===== src/rtl/lattice_sched_if.sv =====
// Host command/data port and cell-array scan port of the lattice sequencer.
// The slave modport is the sequencer's view; master is the host plus cell array.
interface lattice_sched_if #(
  parameter int NCELLS = 16,
  parameter int GEN_W  = 8
);
  logic              cmd_valid;
  logic              cmd_ready;
  logic [2:0]        cmd_op;
  logic [GEN_W-1:0]  cmd_arg;
  logic [3:0]        din;
  logic              din_valid;
  logic              din_ready;
  logic [3:0]        dout;
  logic              dout_valid;
  logic              cell_en;
  logic              scan_en;
  logic [3:0]        scan_in;
  logic [3:0]        scan_out;
  logic [NCELLS-1:0] rnd;
  logic [GEN_W-1:0]  gen;
  logic              busy;

  modport slave (
    input  cmd_valid, cmd_op, cmd_arg, din, din_valid, scan_out,
    output cmd_ready, din_ready, dout, dout_valid, cell_en, scan_en,
           scan_in, rnd, gen, busy
  );

  modport master (
    output cmd_valid, cmd_op, cmd_arg, din, din_valid, scan_out,
    input  cmd_ready, din_ready, dout, dout_valid, cell_en, scan_en,
           scan_in, rnd, gen, busy
  );
endinterface


===== src/rtl/lattice_sched.sv =====
// Lattice-gas row sequencer: scan-chain load/dump, generation stepping,
// per-cell random bits from a 16-bit Galois LFSR and a generation counter.
module lattice_sched #(
  parameter int          NCELLS = 16,
  parameter int          GEN_W  = 8,
  parameter logic [15:0] SEED   = 16'hACE1
) (
  input  logic           clk,
  input  logic           rst_n,
  lattice_sched_if.slave bus
);

  localparam logic [2:0] OP_STEP = 3'b001;
  localparam logic [2:0] OP_RUN  = 3'b010;
  localparam logic [2:0] OP_STOP = 3'b011;
  localparam logic [2:0] OP_LOAD = 3'b100;
  localparam logic [2:0] OP_DUMP = 3'b101;

  localparam logic [15:0] LFSR_MASK = 16'hB400;
  localparam logic [4:0]  LAST_CELL = 5'(NCELLS - 1);

  typedef enum logic [2:0] {
    S_IDLE,
    S_STEP,
    S_RUN,
    S_LOAD,
    S_DUMP
  } state_t;

  state_t           r_state;
  logic [GEN_W-1:0] r_gen;
  logic [15:0]      r_lfsr;
  logic [GEN_W-1:0] r_remaining;
  logic [4:0]       r_count;

  logic             w_cell_en;
  logic             w_cmd_ready;
  logic             w_accept;
  logic             w_stop;
  logic [15:0]      w_lfsr_next;

  assign w_cell_en   = (r_state == S_STEP) || (r_state == S_RUN);
  assign w_cmd_ready = (r_state == S_IDLE) || w_cell_en;
  assign w_accept    = bus.cmd_valid && w_cmd_ready;
  assign w_stop      = w_accept && (bus.cmd_op == OP_STOP);
  assign w_lfsr_next = r_lfsr[0] ? ((r_lfsr >> 1) ^ LFSR_MASK) : (r_lfsr >> 1);

  always_ff @(posedge clk or negedge rst_n) begin
    if (!rst_n) begin
      r_state     <= S_IDLE;
      r_gen       <= '0;
      r_lfsr      <= SEED;
      r_remaining <= '0;
      r_count     <= '0;
    end else begin
      // Cells see the pre-advance rnd during a generation; both move at its end.
      if (w_cell_en) begin
        r_gen  <= r_gen + 1'b1;
        r_lfsr <= w_lfsr_next;
      end

      case (r_state)
        S_IDLE: begin
          if (w_accept) begin
            case (bus.cmd_op)
              OP_STEP: begin
                if (bus.cmd_arg != '0) begin
                  r_state     <= S_STEP;
                  r_remaining <= bus.cmd_arg;
                end
              end
              OP_RUN:  r_state <= S_RUN;
              OP_LOAD: begin
                r_state <= S_LOAD;
                r_count <= '0;
              end
              OP_DUMP: begin
                r_state <= S_DUMP;
                r_count <= '0;
              end
              default: ;
            endcase
          end
        end

        S_STEP: begin
          r_remaining <= r_remaining - 1'b1;
          if (w_stop || (r_remaining == GEN_W'(1))) begin
            r_state <= S_IDLE;
          end
        end

        S_RUN: begin
          if (w_stop) begin
            r_state <= S_IDLE;
          end
        end

        S_LOAD: begin
          if (bus.din_valid) begin
            r_count <= r_count + 1'b1;
            if (r_count == LAST_CELL) begin
              r_state <= S_IDLE;
              r_gen   <= '0;
            end
          end
        end

        S_DUMP: begin
          r_count <= r_count + 1'b1;
          if (r_count == LAST_CELL) begin
            r_state <= S_IDLE;
          end
        end

        default: r_state <= S_IDLE;
      endcase
    end
  end

  // DUMP feeds the chain's tail back into its head so the lattice survives readout.
  assign bus.cmd_ready  = w_cmd_ready;
  assign bus.din_ready  = (r_state == S_LOAD);
  assign bus.cell_en    = w_cell_en;
  assign bus.scan_en    = ((r_state == S_LOAD) && bus.din_valid) || (r_state == S_DUMP);
  assign bus.scan_in    = (r_state == S_LOAD) ? bus.din :
                          (r_state == S_DUMP) ? bus.scan_out : 4'h0;
  assign bus.dout       = (r_state == S_DUMP) ? bus.scan_out : 4'h0;
  assign bus.dout_valid = (r_state == S_DUMP);
  assign bus.rnd        = r_lfsr[NCELLS-1:0];
  assign bus.gen        = r_gen;
  assign bus.busy       = (r_state != S_IDLE);

endmodule

===== src/flat_wrapper.sv =====
// flat-port wrapper written by rule: the top's interface ports become plain ports
module lattice_sched_flat 
#(
  parameter int          NCELLS = 16,
  parameter int          GEN_W  = 8,
  parameter logic [15:0] SEED   = 16'hACE1
)
  (clk, rst_n, bus_cmd_valid, bus_cmd_op, bus_cmd_arg, bus_din, bus_din_valid, bus_scan_out, bus_cmd_ready, bus_din_ready, bus_dout, bus_dout_valid, bus_cell_en, bus_scan_en, bus_scan_in, bus_rnd, bus_gen, bus_busy);
  lattice_sched_if #(.NCELLS(NCELLS), .GEN_W(GEN_W)) bus_i ();
  input  logic clk;
  input  logic rst_n;
  input wire logic [$bits(bus_i.cmd_valid)-1:0] bus_cmd_valid;
  input wire logic [$bits(bus_i.cmd_op)-1:0] bus_cmd_op;
  input wire logic [$bits(bus_i.cmd_arg)-1:0] bus_cmd_arg;
  input wire logic [$bits(bus_i.din)-1:0] bus_din;
  input wire logic [$bits(bus_i.din_valid)-1:0] bus_din_valid;
  input wire logic [$bits(bus_i.scan_out)-1:0] bus_scan_out;
  output wire logic [$bits(bus_i.cmd_ready)-1:0] bus_cmd_ready;
  output wire logic [$bits(bus_i.din_ready)-1:0] bus_din_ready;
  output wire logic [$bits(bus_i.dout)-1:0] bus_dout;
  output wire logic [$bits(bus_i.dout_valid)-1:0] bus_dout_valid;
  output wire logic [$bits(bus_i.cell_en)-1:0] bus_cell_en;
  output wire logic [$bits(bus_i.scan_en)-1:0] bus_scan_en;
  output wire logic [$bits(bus_i.scan_in)-1:0] bus_scan_in;
  output wire logic [$bits(bus_i.rnd)-1:0] bus_rnd;
  output wire logic [$bits(bus_i.gen)-1:0] bus_gen;
  output wire logic [$bits(bus_i.busy)-1:0] bus_busy;
  assign bus_i.cmd_valid = bus_cmd_valid;
  assign bus_i.cmd_op = bus_cmd_op;
  assign bus_i.cmd_arg = bus_cmd_arg;
  assign bus_i.din = bus_din;
  assign bus_i.din_valid = bus_din_valid;
  assign bus_i.scan_out = bus_scan_out;
  assign bus_cmd_ready = bus_i.cmd_ready;
  assign bus_din_ready = bus_i.din_ready;
  assign bus_dout = bus_i.dout;
  assign bus_dout_valid = bus_i.dout_valid;
  assign bus_cell_en = bus_i.cell_en;
  assign bus_scan_en = bus_i.scan_en;
  assign bus_scan_in = bus_i.scan_in;
  assign bus_rnd = bus_i.rnd;
  assign bus_gen = bus_i.gen;
  assign bus_busy = bus_i.busy;
  lattice_sched #(.NCELLS(NCELLS), .GEN_W(GEN_W), .SEED(SEED)) u_core (.clk(clk), .rst_n(rst_n), .bus(bus_i));
endmodule

===== config.mk =====
export PLATFORM = sky130hd
export DESIGN_NAME = lattice_sched_flat
export DESIGN_NICKNAME = d
export VERILOG_FILES = /design/src/rtl/lattice_sched_if.sv /design/src/rtl/lattice_sched.sv /design/src/flat_wrapper.sv
export SDC_FILE = /design/constraint.sdc
export NUM_CORES = 1
export LEC_CHECK = 0
export BUFFER_PORTS_ARGS = -buffer_cell sky130_fd_sc_hd__buf_2
export CAP_MARGIN = 15
export CORE_MARGIN = 10
export CORE_UTILIZATION = 47
export DETAILED_ROUTE_END_ITERATION = 16
export HOLD_SLACK_MARGIN = 0.02
export MAX_ROUTING_LAYER = met4
export PLACE_DENSITY_LB_ADDON = 0.1
export SLEW_MARGIN = 10
export SYNTH_ARGS = -nofsm -noshare
export SYNTH_HDL_FRONTEND = slang
export SYNTH_SLANG_ARGS = --single-unit

===== constraint.sdc =====
create_clock -name clk -period 1.8 [get_ports clk]
set_clock_uncertainty 0.05 [all_clocks]
set_input_delay 0.09 -clock clk [delete_from_list [all_inputs] [get_ports clk]]
set_output_delay 0.09 -clock clk [all_outputs]
set_load 0.01 [all_outputs]

==> results_dict.tcl <==
set metrics [dict create \
    status "completed" \
    worstMarginPinSlew_ns 0.419 \
    grtUsageTotal 0.137 \
    synth_common_cells "dfrtp_1 (32), nor2_1 (16), a21oi_1 (13), buf_4 (13)" \
    synthesis.nets 253 \
    synth_seq_area_share 0.438 \
    clock_sinks 40 \
    crit_fanout 6 \
    routed_wl_um 5430 \
    fillers 427 \
    cp.arrival_ns 1.85 \
    wl_met1_um 2450 \
    yosys.area.top_type "dfrtp_1" \
    grt_start_max_net_pins 23 \
    clk_latency_ns 0.29 \
    die_h_um 90.0 \
    hp-start "bus_cmd_arg[7]" \
    drt_iter0_markers 78 \
    dr_wl_met2_um 2710 \
    synth_seq_cells 40 \
    rows 25 \
    wl_per_cell_um 15.0 \
    cp_slowest_stage_delay_ns 0.41 \
    period_minus_slack_ns 1.73 \
    worstSetupEndpointType "flop" \
    netlist_area_mm2 0.00231 \
    start_util 0.485 \
    antenna_found_initial 0 \
    cts_buffers 5 \
    crit_start "u_core.r_state[0]" \
    worstPathCellList "buf_4 -> or3_4 -> a211o_4 -> o211a_1 -> o21a_1" \
    drive_above_1_share 0.453 \
    drv_cap 0 \
    crit-reg2reg-launch "u_core.r_state[0]" \
    place_area_mm2 0.00271 \
    fin_ws_ns 0.0713 \
    clock-root-buffer "clkbuf_8" \
    crit_type "flop to flop" \
    relSlewSlack 0.721 \
    ys.warnings.count 0 \
    hold_class "input pin to flop" \
    syn_to_final_growth_pct 28.5 \
    syn_avg_cell_area_um2 10.2 \
    io_pins 61 \
    worstSetupStartpointType "flop" \
    cts_tree "built" \
    yosysMostFrequentCell "dfrtp_1" \
    vias_per_cell 5.28 \
    fin_crit_sh 0.960 \
    antennaDiodeCount 0 \
    htreeDepth 2 \
    p_per_area_mw_per_mm2 1820 \
    num_vias 1918 \
    hold_viol 0 \
    tns_ns 0 \
    place_ws_ns 0.0691 \
    utilization 0.623 \
    clkTransAtPathRegs_ns 0.07 \
    fin_nets 323 \
    final_area_mm2 0.00296 \
    place_congestion 0.891 \
    syn_inst 225 \
    synth_flop_cell "dfrtp_1" \
    first_global_vias 1920 \
    rsz0062_at_grt "yes" \
    required_ns 1.93 \
    top_layer "met4" \
    synth_top_area_frac 0.347 \
    yosys.cell_types.count 57 \
    overflow 0 \
    drc 0 \
    place_hpwl_um 4200 \
    coreArea_mm2 0.00475 \
    rr_worst_depth 5 \
    wl_met3_um 199 \
    setup_viol 0 \
    whs_path_depth 3 \
    die_w_um 90.0 \
    cts_buffer_depth 2 \
    dieArea_mm2 0.00811 \
    async_flop_share 1.00 \
    slowest_stage "dfrtp_2" \
    p_leak_nw 1.35 \
    portBuffers 60 \
    synth.area.top_cells "dfrtp_1 (35%), dfstp_2 (9.1%), mux2_2 (5.9%), xnor2_1 (4.6%), buf_4 (4.2%)" \
    clock.fmax_mhz 578 \
    synth-edff-count 0 \
    grt_pass1_wl_um 9310 \
    maxSlewViolCount 0 \
    antenna_left 0 \
    ir_drop_v 0.00100 \
    drt_first_pass_iters 6 \
]
stage by stage:
stage / hold slack, ns / total power [mW] / cells
after floorplan: -0.256 / 3.60 / 225
after global placement: -0.00139 / 4.34 / 350
after detailed placement: -0.00315 / 4.40 / 350
after CTS: 0.0414 / 5.35 / 361
after global routing: 0.0397 / 5.87 / 363
final: 0.0353 / 5.40 / 363
power breakdown:
| group | internal (mW) | total, mW | switching (mW) |
|---|---|---|---|
| combinational | 1.41 | 2.74 | 1.33 |
| sequential | 1.41 | 1.80 | 0.393 |
| clock | 0.554 | 0.857 | 0.303 |
routing by layer:
layer / global-route usage / vias to the layer above
met5: - / -
met4: 0.0345 / 0
met3: 0.0357 / 8
met2: 0.220 / 34
met1: 0.167 / 927
li1: - / 949
registers in the layout, summed over array words and instances (netlist names):
signal / flops
u_core.r_count: 5
u_core.r_remaining: 8
u_core.bus.rnd: 16
u_core.r_state: 3
u_core.bus.gen: 8
what timing repair did:
item                       4_1_cts  5_1_grt
setup buffers                    2        2
setup endpoints to repair        9       13
hold buffers                     1        0
resized for setup                3       18
hold endpoints to repair        17        0
pin swaps                        0        9
worst max-delay path, delay by kind of cell (launching register included):
family	cells	cell delay, ns
buffers and inverters	1	0.16
AO/OA/AOI/OAI	3	0.61
flip-flops	1	0.41
AND/OR/NAND/NOR	1	0.40
kinds of logic after synthesis:
family          share of synthesized area
compound gates                      0.170
xor+xnor                           0.0456
fa+ha+maj                          0.0271
buf+inv                            0.0798
flops                               0.438
mux                                0.0678
simple gates                        0.171
area by class of cell:
type,count,area (µm²),area share
Tap cell,67,83.8,0.0283
Clock buffer,6,72.6,0.0245
Inverter,10,37.5,0.0127
Multi-Input combinational cell,153,1170,0.396
Timing Repair Buffer,85,523,0.177
Clock inverter,2,60.1,0.0203
Sequential cell,40,1010,0.342
final timing paths:
path                                         end  slack (ns)
setup / recovery           u_core.r_remaining[5]        0.07
max in group asynchronous      u_core.bus.rnd[7]        0.88
hold reg to reg                u_core.r_count[4]        0.43
min in group asynchronous      u_core.bus.gen[4]        0.22
setup reg to reg           u_core.r_remaining[5]        0.07
hold / removal             u_core.r_remaining[7]        0.04
placed cells by master, fill, tap and decap left out, drive strengths merged, types with 3 or more instances in the layout:
master / n
a211o: 3
a21o: 4
a21oi: 13
and2: 5
buf: 84
clkbuf: 6
dfrtp: 32
dfstp: 8
ha: 5
inv: 10
mux2: 13
nand2: 9
nand3: 5
nor2: 17
nor3: 4
nor3b: 3
nor4: 7
o211ai: 5
o21ai: 8
or3: 4
xnor2: 12
Power figures use the tool's default switching activity.
